<file path="src/rtl/fetch_align_pkg.sv">
// Shared types and helpers for the instruction fetch/alignment unit.
package fetch_align_pkg;

  typedef enum logic [1:0] {
    FetchIdle  = 2'd0,
    FetchWait  = 2'd1,
    FetchFault = 2'd2
  } fetch_state_e;

  localparam int unsigned QueueDepth = 4;
  localparam int unsigned CountWidth = 3;

  // Compressed (16-bit) encodings never have both low bits set.
  function automatic logic is_rvc(input logic [15:0] hw);
    return hw[1:0] != 2'b11;
  endfunction

endpackage

</file>
<file path="src/rtl/fetch_queue.sv">
// Four-entry halfword FIFO feeding instruction reassembly; push/pop one or two per cycle.
module fetch_queue
  import fetch_align_pkg::*;
(
  input  logic                  clk_i,
  input  logic                  rst_i,
  input  logic                  flush_i,
  input  logic                  push_one_i,
  input  logic                  push_two_i,
  input  logic [31:0]           push_data_i,
  input  logic                  pop_one_i,
  input  logic                  pop_two_i,
  output logic [15:0]           hw0_o,
  output logic [15:0]           hw1_o,
  output logic [CountWidth-1:0] count_o
);

  logic [15:0]           mem_q [QueueDepth];
  logic [1:0]            rd_ptr_q, rd_ptr_d;
  logic [CountWidth-1:0] count_q, count_d;
  logic [1:0]            wr_ptr, wr_ptr_next, rd_ptr_next;
  logic [CountWidth-1:0] push_cnt, pop_cnt;

  always_comb begin
    push_cnt    = push_two_i ? 3'd2 : (push_one_i ? 3'd1 : 3'd0);
    pop_cnt     = pop_two_i  ? 3'd2 : (pop_one_i  ? 3'd1 : 3'd0);
    // Slots being written are free even with a same-cycle pop: occupancy never exceeds four.
    wr_ptr      = rd_ptr_q + count_q[1:0];
    wr_ptr_next = wr_ptr + 2'd1;
    rd_ptr_next = rd_ptr_q + 2'd1;
    rd_ptr_d    = rd_ptr_q + pop_cnt[1:0];
    count_d     = count_q + push_cnt - pop_cnt;
    if (flush_i) begin
      rd_ptr_d = 2'd0;
      count_d  = '0;
    end
  end

  always_ff @(posedge clk_i) begin
    if (rst_i) begin
      rd_ptr_q <= 2'd0;
      count_q  <= '0;
      mem_q    <= '{default: '0};
    end else begin
      rd_ptr_q <= rd_ptr_d;
      count_q  <= count_d;
      if (!flush_i) begin
        if (push_two_i) begin
          mem_q[wr_ptr]      <= push_data_i[15:0];
          mem_q[wr_ptr_next] <= push_data_i[31:16];
        end else if (push_one_i) begin
          mem_q[wr_ptr] <= push_data_i[31:16];
        end
      end
    end
  end

  assign hw0_o   = mem_q[rd_ptr_q];
  assign hw1_o   = mem_q[rd_ptr_next];
  assign count_o = count_q;

endmodule

</file>
<file path="src/rtl/fetch_align.sv">
// Fetch sequencer: issues word reads, reassembles RV32IC instructions and hands them to decode.
module fetch_align
  import fetch_align_pkg::*;
#(
  parameter logic [31:0] RESET_PC = 32'h0000_0000
) (
  input  logic        I_clk,
  input  logic        I_rst,
  output logic        O_memreq,
  output logic [31:0] O_memaddr,
  input  logic        I_memready,
  input  logic        I_memvalid,
  input  logic [31:0] I_memdata,
  output logic        O_valid,
  output logic [31:0] O_instr,
  output logic [31:0] O_pc,
  input  logic        I_ready,
  input  logic        I_redirect,
  input  logic [31:0] I_redirectpc,
  output logic        O_fault
);

  fetch_state_e state_q, state_d;
  logic [31:0]  pc_q, pc_d;
  logic [31:0]  fetch_ptr_q, fetch_ptr_d;
  logic         drop_q, drop_d;
  logic         trim_q, trim_d;
  logic         fault_q, fault_d;

  logic [15:0]           hw0, hw1;
  logic [CountWidth-1:0] count;
  logic                  head_rvc;
  logic                  accept, outstanding, inflight_keep, deliver, fire;
  logic                  push_one, push_two, pop_one, pop_two;

  fetch_queue u_queue (
    .clk_i       (I_clk),
    .rst_i       (I_rst),
    .flush_i     (I_redirect),
    .push_one_i  (push_one),
    .push_two_i  (push_two),
    .push_data_i (I_memdata),
    .pop_one_i   (pop_one),
    .pop_two_i   (pop_two),
    .hw0_o       (hw0),
    .hw1_o       (hw1),
    .count_o     (count)
  );

  always_comb begin
    head_rvc = is_rvc(hw0);
    O_valid  = 1'b0;
    O_instr  = head_rvc ? {16'h0000, hw0} : {hw1, hw0};
    if (state_q != FetchFault) begin
      if (head_rvc) begin
        O_valid = (count != 3'd0);
      end else begin
        O_valid = (count >= 3'd2);
      end
    end
  end

  // Two free slots are enough to absorb the single word that may be in flight.
  assign O_memreq  = (state_q == FetchIdle) && (count <= 3'd2) && !I_rst;
  assign O_memaddr = fetch_ptr_q;
  assign O_pc      = pc_q;
  assign O_fault   = fault_q;

  always_comb begin
    accept        = O_memreq && I_memready;
    // A faulted FSM still owes one returning word when it left a request in flight.
    outstanding   = (state_q == FetchWait) || ((state_q == FetchFault) && drop_q);
    inflight_keep = (outstanding && !I_memvalid) || accept;
    deliver       = (state_q == FetchWait) && I_memvalid && !drop_q && !I_redirect;
    push_two      = deliver && !trim_q;
    push_one      = deliver && trim_q;
    fire          = O_valid && I_ready && !I_redirect;
    pop_one       = fire && head_rvc;
    pop_two       = fire && !head_rvc;
  end

  always_comb begin
    state_d     = state_q;
    pc_d        = pc_q;
    fetch_ptr_d = fetch_ptr_q;
    drop_d      = drop_q;
    trim_d      = trim_q;
    fault_d     = fault_q;

    if (fire) begin
      pc_d = pc_q + (head_rvc ? 32'd2 : 32'd4);
    end
    if (deliver) begin
      trim_d = 1'b0;
    end

    unique case (state_q)
      FetchIdle: begin
        if (accept) begin
          state_d     = FetchWait;
          fetch_ptr_d = fetch_ptr_q + 32'd4;
        end
      end
      FetchWait: begin
        if (I_memvalid) begin
          state_d = FetchIdle;
          drop_d  = 1'b0;
        end
      end
      FetchFault: begin
        if (I_memvalid) begin
          drop_d = 1'b0;
        end
      end
      default: state_d = FetchIdle;
    endcase

    if (I_redirect) begin
      pc_d        = I_redirectpc;
      fetch_ptr_d = {I_redirectpc[31:2], 2'b00};
      trim_d      = I_redirectpc[1];
      drop_d      = inflight_keep;
      fault_d     = I_redirectpc[0];
      if (I_redirectpc[0]) begin
        state_d = FetchFault;
      end else begin
        // Wait out a stale word before issuing anything new: only one request may be open.
        state_d = inflight_keep ? FetchWait : FetchIdle;
      end
    end
  end

  always_ff @(posedge I_clk) begin
    if (I_rst) begin
      state_q     <= FetchIdle;
      pc_q        <= RESET_PC;
      fetch_ptr_q <= {RESET_PC[31:2], 2'b00};
      drop_q      <= 1'b0;
      trim_q      <= RESET_PC[1];
      fault_q     <= 1'b0;
    end else begin
      state_q     <= state_d;
      pc_q        <= pc_d;
      fetch_ptr_q <= fetch_ptr_d;
      drop_q      <= drop_d;
      trim_q      <= trim_d;
      fault_q     <= fault_d;
    end
  end

endmodule
</file>
<file path="config.mk">
export PLATFORM = sky130hd
export DESIGN_NAME = fetch_align
export DESIGN_NICKNAME = d
export VERILOG_FILES = /design/src/rtl/fetch_align_pkg.sv /design/src/rtl/fetch_queue.sv /design/src/rtl/fetch_align.sv
export SDC_FILE = /design/constraint.sdc
export NUM_CORES = 1
export LEC_CHECK = 0
export CORE_MARGIN = 1.5
export CORE_UTILIZATION = 33
export CTS_BUF_LIST = sky130_fd_sc_hd__clkbuf_2 sky130_fd_sc_hd__clkbuf_4 sky130_fd_sc_hd__clkbuf_8
export DETAILED_ROUTE_END_ITERATION = 7
export DONT_BUFFER_PORTS = 1
export GPL_TIMING_DRIVEN = 0
export HOLD_SLACK_MARGIN = 0.05
export PLACE_DENSITY = 0.54
export REMOVE_ABC_BUFFERS = 1
export SLEW_MARGIN = 10
export SYNTH_ARGS = -nofsm -noshare
export SYNTH_HDL_FRONTEND = slang
export SYNTH_HIERARCHICAL = 1
export SYNTH_SLANG_ARGS = --single-unit
</file>
<file path="constraint.sdc">
create_clock -name I_clk -period 4.6 [get_ports I_clk]
set_input_delay 0.69 -clock I_clk [delete_from_list [all_inputs] [get_ports I_clk]]
set_output_delay 0.69 -clock I_clk [all_outputs]
set_load 0.02 [all_outputs]
</file>
==> flow_metrics.tcl <==
set metrics [dict create \
    slew_violations 0 \
    criticalPathCategory "flip-flop to flip-flop" \
    outcome "finished, final reports clean" \
    hold_depth 1 \
    r2r_start "u_queue/rd_ptr_q[0]" \
    drtPass1Iterations 5 \
    syn_area_per_cell_um2 9.779 \
    period_share_pct 89.44 \
    min_period_ns 4.114 \
    cp_slowest_cell "mux4_2" \
    power_density_nw_per_um2 304.4 \
    cts_setup_buffers 0 \
    cts_root_buf "clkbuf_8" \
    drive_above_1_share_pct 16.42 \
    maxCapViolCount 0 \
    synth-edff-count 0 \
    grt_setup_unrepaired "false" \
    final_hold_viol_count 0 \
    post_cts_resized 0 \
    syn-cell-area_um2 8058 \
    clock_latency_ns 0.46 \
    startpoint_type "flip-flop" \
    cp-startpoint "u_queue/rd_ptr_q[0]" \
    dr.max_layer_used "met5" \
    crit_path_end_kind "flip-flop" \
    hold_slack_ns 0.2949 \
    io_buffer_count 0 \
    crit_chain "buf_12 > mux4_2 > a21boi_2 > o31ai_4 > nor3_1 > inv_1 > fa_1 > inv_1 > fa_1 > xor2_1 > xnor2_1 > nor3_1" \
    start_util_pct 33.43 \
    postCtsHoldBufs 0 \
    groute.usage.overall_pct 19.60 \
    met1Wirelength_mm 10.81 \
    synthFlopType "dfxtp_1" \
    drt_iter0_markers 527 \
    arrival_ns 4.49 \
    die_y_um 159.3 \
    postSynth.asyncResetShare_pct 0 \
    rows 57 \
    dpl.hpwl_mm 16.45 \
    yosysSeqAreaShare_pct 33.79 \
    clock-sinks 136 \
    htree_num_levels 4 \
    dr_wl_met3_mm 2.353 \
    ff2ff_path_depth 12 \
    place_area_um2 8198 \
    syn-instance-count 824 \
    dr_wl_met2_mm 11.35 \
    dieArea_um2 25360 \
    hp-start "I_rst" \
    clockBufferDepth 2 \
    dp_slack_ns 0.4150 \
    final_cell_area_um2 8675 \
    clock_skew_ns 0.02266 \
    yosysTopAreaCellShare_pct 33.79 \
    detail-route-antenna-nets 0 \
    core_area_um2 24110 \
    grt_pass1_wl_mm 38.85 \
    ir_drop_mv 0.1261 \
    vias 6629 \
    fillers 2497 \
    hp-class "primary input to flip-flop" \
    fmax_ghz 0.2431 \
    area_growth_pct 7.655 \
    layout_common_cells "dfxtp_1, nor2_1, a22oi_1, xnor2_1, a211oi_1" \
    ys_ff_latch 136 \
    yosys-top-cells-area "dfxtp_1, mux4_2, xnor2_1" \
    finalWeightedCongestion 0.8142 \
    setup_viol 0 \
    grt_overflow 0 \
    wl_mm 24.89 \
    slew_headroom_pct 26.53 \
    cts_made_buffers 17 \
    grt_max_degree 86 \
    grt_pass1_vias 6396 \
    cts_tree "done" \
    worst_slack_ns 0.4858 \
    synth.distinct_cells 76 \
    tightest_slew_ns 1.102 \
    yosys.area.top_type "dfxtp_1" \
    path_clk_slew_ns 0.09 \
    io_pins 169 \
    yosys_warnings 6 \
    setup-tns-final_ns 0 \
    fin_nets 865 \
    wire_per_inst_um 22.16 \
    required_ns 4.98 \
    fin_util_pct 35.99 \
    power_leakage_nw 2.748 \
    path_max_fanout 23 \
    viasPerCell 5.903 \
    mostFrequentLayoutCell "dfxtp_1" \
    grt_antenna_before_repair 3 \
    die_x_um 159.3 \
    slowest_delay_ns 0.84 \
    drc_errors 0 \
]
-- sequential cells by signal, indices dropped and copies added (netlist names) --
register / flops
u_queue/count_o: 3
O_memaddr: 30
trim_q: 1
state_q: 2
O_fault: 1
u_queue/mem_q: 64
O_pc: 32
drop_q: 1
u_queue/rd_ptr_q: 2
-- stage by stage --
stage,power (mW),instances
after floorplan,1.503,759
after global placement,1.568,1083
after detailed placement,1.573,1088
after CTS,2.658,1120
after global routing,2.746,1122
final,2.641,1123
-- synth_stat cells (9+ instances only) --
master and count:
a211oi_1 36, a22oi_1 48, inv_1 19, o21a_1 20
a21boi_0 24, and4_1 9, buf_2 16, nand3_1 19
o2bb2ai_1 32, mux4_2 29, and3_1 26, xnor2_1 45
clkbuf_1 27, nor4_1 14, nand2_1 32, nand4_1 10
nor2_1 53, mux2_2 15, a31oi_1 11, nor3_1 32
a21oi_1 18, buf_4 11, dfxtp_1 136
-- routing by layer --
| metal | vias to the layer above | global-route usage, % |
|---|---|---|
| li1 | 3096 | - |
| met1 | 3215 | 25.27 |
| met2 | 277 | 30.85 |
| met3 | 37 | 7.450 |
| met4 | 4 | 4.803 |
| met5 | - | 0 |
-- layout make-up --
class / count / area (µm²) / share of cell area, %
Tap cell: 324 / 405.4 / 4.673
Clock buffer: 19 / 255.2 / 2.942
Inverter: 19 / 73.82 / 0.8510
Clock inverter: 13 / 170.2 / 1.962
Antenna cell: 1 / 2.502 / 0.02885
Timing Repair Buffer: 7 / 120.1 / 1.385
Multi-Input combinational cell: 604 / 4922 / 56.74
Sequential cell: 136 / 2725 / 31.41
-- where the power goes --
group | switching, mW | leakage, nW | internal [mW]
clock network | 0.530 | 0.207 | 0.563
logic | 0.120 | 1.43 | 0.0938
registers | 0.113 | 1.11 | 1.22
-- kinds of logic after synthesis --
family | after synthesis | synth area share, %
buffers and inverters | 85 | 5.466
AND/OR/NAND/NOR | 252 | 18.99
adder cells (fa/ha/maj) | 10 | 1.739
flip-flops | 136 | 33.79
multiplexers | 51 | 11.68
other | 1 | 0.04654
XOR/XNOR | 53 | 6.149
AO/OA/AOI/OAI | 236 | 22.14
-- final timing paths --
kind / to / slack (ns)
setup / recovery: u_queue/count_o[2] / 0.49
setup reg to reg: u_queue/count_o[2] / 0.49
hold reg to reg: u_queue/mem_q[19] / 0.49
hold / removal: u_queue/mem_q[39] / 0.29
-- worst max-delay path, delay by kind of cell, from the launching register on --
| family | cells | cell delay (ns) |
|---|---|---|
| AO/OA/AOI/OAI | 2 | 0.51 |
| flip-flops | 1 | 0.61 |
| buffers and inverters | 3 | 0.44 |
| XOR/XNOR | 2 | 0.29 |
| multiplexers | 1 | 0.84 |
| AND/OR/NAND/NOR | 2 | 0.41 |
| adder cells (fa/ha/maj) | 2 | 0.94 |
(Power assumes the default switching activity.)
